## src/rtl/row_clear_ctrl.sv

```systemverilog
// ============================================================================
// Module   : row_clear_ctrl
// Purpose  : Compacts the Tetris board after a piece locks and counts cleared rows.
// Revision : 1.0 - initial release
// ============================================================================
`default_nettype none

module row_clear_ctrl #(
  parameter int ROWS = 20,
  parameter int COLS = 12
) (
  input  logic            clk,
  input  logic            rst,
  input  logic            start_i,
  input  logic            clear_total_i,
  output logic            busy_o,
  output logic            done_o,
  output logic [4:0]      lines_cleared_o,
  output logic [15:0]     total_lines_o,
  output logic [4:0]      rd_addr_o,
  input  logic [COLS-1:0] rd_data_i,
  output logic            wr_en_o,
  output logic [4:0]      wr_addr_o,
  output logic [COLS-1:0] wr_data_o
);

  localparam logic [4:0] C_LAST_ROW = 5'(ROWS - 1);

  typedef enum logic [2:0] {
    S_IDLE = 3'd0,
    S_READ = 3'd1,
    S_EVAL = 3'd2,
    S_FILL = 3'd3,
    S_DONE = 3'd4
  } state_t;

  state_t      state_q;
  logic [4:0]  src_q;
  logic [4:0]  dst_q;
  logic [4:0]  cnt_q;
  logic        busy_q;
  logic        done_q;
  logic [4:0]  lines_q;
  logic [15:0] total_q;

  logic        row_full;
  logic [4:0]  cnt_d;
  logic [15:0] total_base;
  logic [16:0] total_sum;
  logic [15:0] total_d;

  assign row_full = &rd_data_i;
  assign cnt_d    = cnt_q + {4'd0, row_full};

  // A clear coincident with DONE zeroes the base before this operation's count is added.
  assign total_base = clear_total_i ? 16'd0 : total_q;
  assign total_sum  = {1'b0, total_base} + {12'd0, cnt_q};

  always_comb begin
    total_d = total_q;
    if (state_q == S_DONE) begin
      total_d = total_sum[16] ? 16'hFFFF : total_sum[15:0];
    end else if (clear_total_i) begin
      total_d = 16'd0;
    end
  end

  always_ff @(posedge clk) begin
    if (rst) begin
      state_q <= S_IDLE;
      src_q   <= 5'd0;
      dst_q   <= 5'd0;
      cnt_q   <= 5'd0;
      busy_q  <= 1'b0;
      done_q  <= 1'b0;
      lines_q <= 5'd0;
      total_q <= 16'd0;
    end else begin
      done_q  <= 1'b0;
      total_q <= total_d;
      case (state_q)
        S_IDLE: begin
          if (start_i) begin
            src_q   <= C_LAST_ROW;
            dst_q   <= C_LAST_ROW;
            cnt_q   <= 5'd0;
            busy_q  <= 1'b1;
            state_q <= S_READ;
          end
        end
        S_READ: state_q <= S_EVAL;
        S_EVAL: begin
          cnt_q <= cnt_d;
          if (!row_full) dst_q <= dst_q - 5'd1;
          if (src_q == 5'd0) begin
            if (cnt_d != 5'd0) begin
              state_q <= S_FILL;
            end else begin
              state_q <= S_DONE;
              done_q  <= 1'b1;
              lines_q <= cnt_d;
            end
          end else begin
            src_q   <= src_q - 5'd1;
            state_q <= S_READ;
          end
        end
        S_FILL: begin
          dst_q <= dst_q - 5'd1;
          if (dst_q == 5'd0) begin
            state_q <= S_DONE;
            done_q  <= 1'b1;
            lines_q <= cnt_q;
          end
        end
        S_DONE: begin
          busy_q  <= 1'b0;
          state_q <= S_IDLE;
        end
        default: state_q <= S_IDLE;
      endcase
    end
  end

  // Writes always land on rows already read, so the board needs no bypass path.
  always_comb begin
    wr_en_o   = 1'b0;
    wr_addr_o = dst_q;
    wr_data_o = '0;
    if (state_q == S_EVAL) begin
      wr_en_o   = !row_full && (dst_q != src_q);
      wr_data_o = rd_data_i;
    end else if (state_q == S_FILL) begin
      wr_en_o   = 1'b1;
    end
  end

  assign rd_addr_o       = src_q;
  assign busy_o          = busy_q;
  assign done_o          = done_q;
  assign lines_cleared_o = lines_q;
  assign total_lines_o   = total_q;

endmodule

`default_nettype wire

```

## config.mk

```make
export PLATFORM = sky130hd
export DESIGN_NAME = row_clear_ctrl
export DESIGN_NICKNAME = d
export VERILOG_FILES = /design/src/rtl/row_clear_ctrl.sv
export SDC_FILE = /design/constraint.sdc
export NUM_CORES = 1
export LEC_CHECK = 0
export CORE_MARGIN = 2
export CORE_UTILIZATION = 49
export CTS_CLUSTER_DIAMETER = 50
export DETAILED_ROUTE_END_ITERATION = 10
export PLACE_DENSITY = 0.8
export SYNTH_ARGS = -nofsm -noshare
export SYNTH_HDL_FRONTEND = slang
export SYNTH_SLANG_ARGS = --single-unit
```

## constraint.sdc

```tcl
create_clock -name clk -period 3.9 [get_ports clk]
set_input_delay 0.78 -clock clk [delete_from_list [all_inputs] [get_ports clk]]
set_output_delay 0.78 -clock clk [all_outputs]
set_load 0.005 [all_outputs]
```

==> impl_results.md <==
* CTS Hold Bufs at 0
* Worst Setup SP: rd_data_i[3]
* Cells after synthesis at 296
* Clock Sinks at 41
* Max-cap violation count at 0
* Io pins at 62
* Slew HR at 53.8%
* Crit path kind: in -> reg
* CTS-repair resized insts at 0
* Routed WL at 6.16 mm
* Vias in the first global route at 2245
* Vias per inst at 5.61
* Min Hold Slack at 0.470 ns
* Cell variety after synth at 52
* Commonest non-fill, non-tap cell in the layout: clkdlybuf4s50_1
* Area fraction of the dominant cell type after synthesis at 33.2%
* Clk slew on worst S/H paths at 0.08 ns
* CTS Buffer Depth at 2
* Die Width at 75.1 um
* Fin area at 3310 um2
* Largest net degree at the start of global routing at 40
* Post-synthesis sequential area ratio at 33.2%
* Die area at 5630 um2
* Crit end category: register
* Status: finished, final reports clean
* Post-DR wirelength/cell at 14.3 um
* Dpl hpwl at 4.41 mm
* Most frequent cells in the layout: clkdlybuf4s50_1 (61), dfxtp_1 (41), nor2_1 (35)
* RSZ-0062 raised after global routing: no
* Synth Area per Inst at 8.36 um2
* Total GRT Usage at 23.5%
* Antenna violations before repair at 0
* Synthesized flop and latch total at 41
* Critical R2R Launch: total_lines_o[0]$_SDFF_PP0_
* CP required at 4.10 ns
* Worst-Margin Slew at 0.691 ns
* Layout area overhead at 33.6%
* Cell Area, Synth at 2470 um2
* Fin crit share at 83.2%
* Max Fclk at 308 MHz
* Worst skew pair latency at 0.30 ns
* Ant diodes at 0
* Critical Path Source Type: primary input
* First-pass GRT wire length at 10.4 mm
* Worst Clk Skew at 0.00640 ns
* Min Clock Period, post-route at 3.24 ns
* Slew Viols, Final at 0
* H-Tree Depth at 2
* Hold Path Class: reg -> reg
* Leak at 1.18 nW
* CP arrival at 3.44 ns
* RePlAce Congestion at 0.851
* 1st-iter DRT viols at 109
* Hold path start: lines_cleared_o[2]$_SDFFE_PP0P_
* Nets@finish at 388
* CTS Buf Count at 5
* Fraction of layout cells with a size suffix above 1 at 6.91%
* Post-route DRC at 0
* Placed cell area at 3190 um2
* TritonCTS clock tree: done
* Port bufs at 61
* P per Cell Area at 299 nW/um2
* Area leader, netlist: dfxtp_1
* Post-Syn Nets at 323
* Post-synth EDFFs at 0
* Predominant post-synthesis flop cell: dfxtp_1
* DIE HEIGHT at 75.1 um
* Pre-Repair DR Iteration Count at 4
* Final ANT Viol Nets at 0
* Area of the core at 4790 um2
* Max VDD drop at 0.263 mV
* Starting density of the core at 51.7%
* Total grt overflow at 0
* Routed vias at 2407
* Post-CTS Setup Bufs at 0
* Synthesis Warnings at 0
* Synth area leaders: dfxtp_1 (33%), nor2_1 (5.3%), a21oi_1 (5.1%), ha_1 (5.1%), xnor2_1 (5.0%)
* Row count at 25
* Crit-path max FO at 8
* TNS Setup at 0 ns
* Final Hold Violating Endpoints at 0
* Setup violators final at 0
* Ys async rst share at 0%
* Root Driver: clkbuf_8
cells by family after synthesis:
family                   Yosys count  synth area share [%]
XOR/XNOR                          20                  7.08
adder cells (fa/ha/maj)           11                  5.87
flip-flops                        41                  33.2
buffers and inverters             21                  3.29
AND/OR/NAND/NOR                  132                  30.5
AO/OA/AOI/OAI                     67                  18.5
multiplexers                       4                  1.62
layer usage:
| layer | wire length [um] | global-route usage, % | vias up |
|---|---|---|---|
| li1 | - | - | 1203 |
| met1 | 2900 | 32.9 | 1140 |
| met2 | 2920 | 37.0 | 55 |
| met3 | 253 | 4.15 | 9 |
| met4 | 83 | 6.94 | 0 |
| met5 | 0 | 0 | - |
registers in the layout (all words and copies together), names as in the netlist:
signal,count
total_lines_o,16
cnt_q,5
lines_cleared_o,5
rd_addr_o,5
wr_addr_o,5
state_q,3
busy_o,1
done_o,1
where the power goes:
group / internal (mW) / total, mW / switching, mW
sequential: 0.433 / 0.458 / 0.0244
clock: 0.208 / 0.367 / 0.159
combinational: 0.0904 / 0.165 / 0.0745
cell type report:
| class | instances | area, um2 |
|---|---|---|
| clock buffer | 6 | 82.6 |
| inverter | 11 | 41.3 |
| multi-input combinational | 234 | 1580 |
| sequential | 41 | 821 |
| fill | 387 | 1480 |
| timing repair buffer | 68 | 663 |
| clock inverter | 2 | 37.5 |
| tap | 67 | 83.8 |
critical path, cell delays in order:
cell,delay [ns]
clkdlybuf4s50_1,0.48
nand4_1,0.10
nor3_1,0.30
ha_1,0.25
ha_1,0.26
or4_1,0.47
a2bb2oi_1,0.25
a21o_1,0.25
a221oi_1,0.29
synthesized netlist by cell type, types with 2 or more instances:
cell,number
a211oi_1,14
a21o_1,5
a21oi_1,25
a221oi_1,2
a22oi_1,5
a31oi_1,3
and2_1,13
and3_1,3
buf_2,2
clkbuf_1,8
dfxtp_1,41
ha_1,10
inv_1,11
mux2i_1,4
nand2_1,12
nand3_1,11
nand3b_1,3
nand4_1,7
nor2_1,35
nor2b_1,14
nor3_1,13
nor4b_1,3
o21ai_0,4
or3_1,2
xnor2_1,14
xor2_1,6
per-stage QoR:
stage / worst slack, ns / power, mW / util (%) / instances
global placement: 0.477 / 0.627 / 66.6 / 421
CTS: 0.645 / 0.994 / 69.1 / 429
global route: 0.491 / 1.03 / 69.1 / 429
floorplan: 0.868 / 0.554 / - / 296
finish: 0.656 / 0.990 / 69.1 / 429
detailed placement: 0.349 / 0.630 / 66.6 / 421
worst paths after layout:
path                            cells after the start  slack, ns                               to
worst max-delay path                                9       0.66  lines_cleared_o[4]$_SDFFE_PP0P_
worst min-delay path                                2       0.47  lines_cleared_o[2]$_SDFFE_PP0P_
worst max register to register                      8       1.42      total_lines_o[7]$_SDFF_PP0_
worst min register to register                      2       0.47  lines_cleared_o[2]$_SDFFE_PP0P_
No activity file was read; power rests on OpenSTA's default activity.
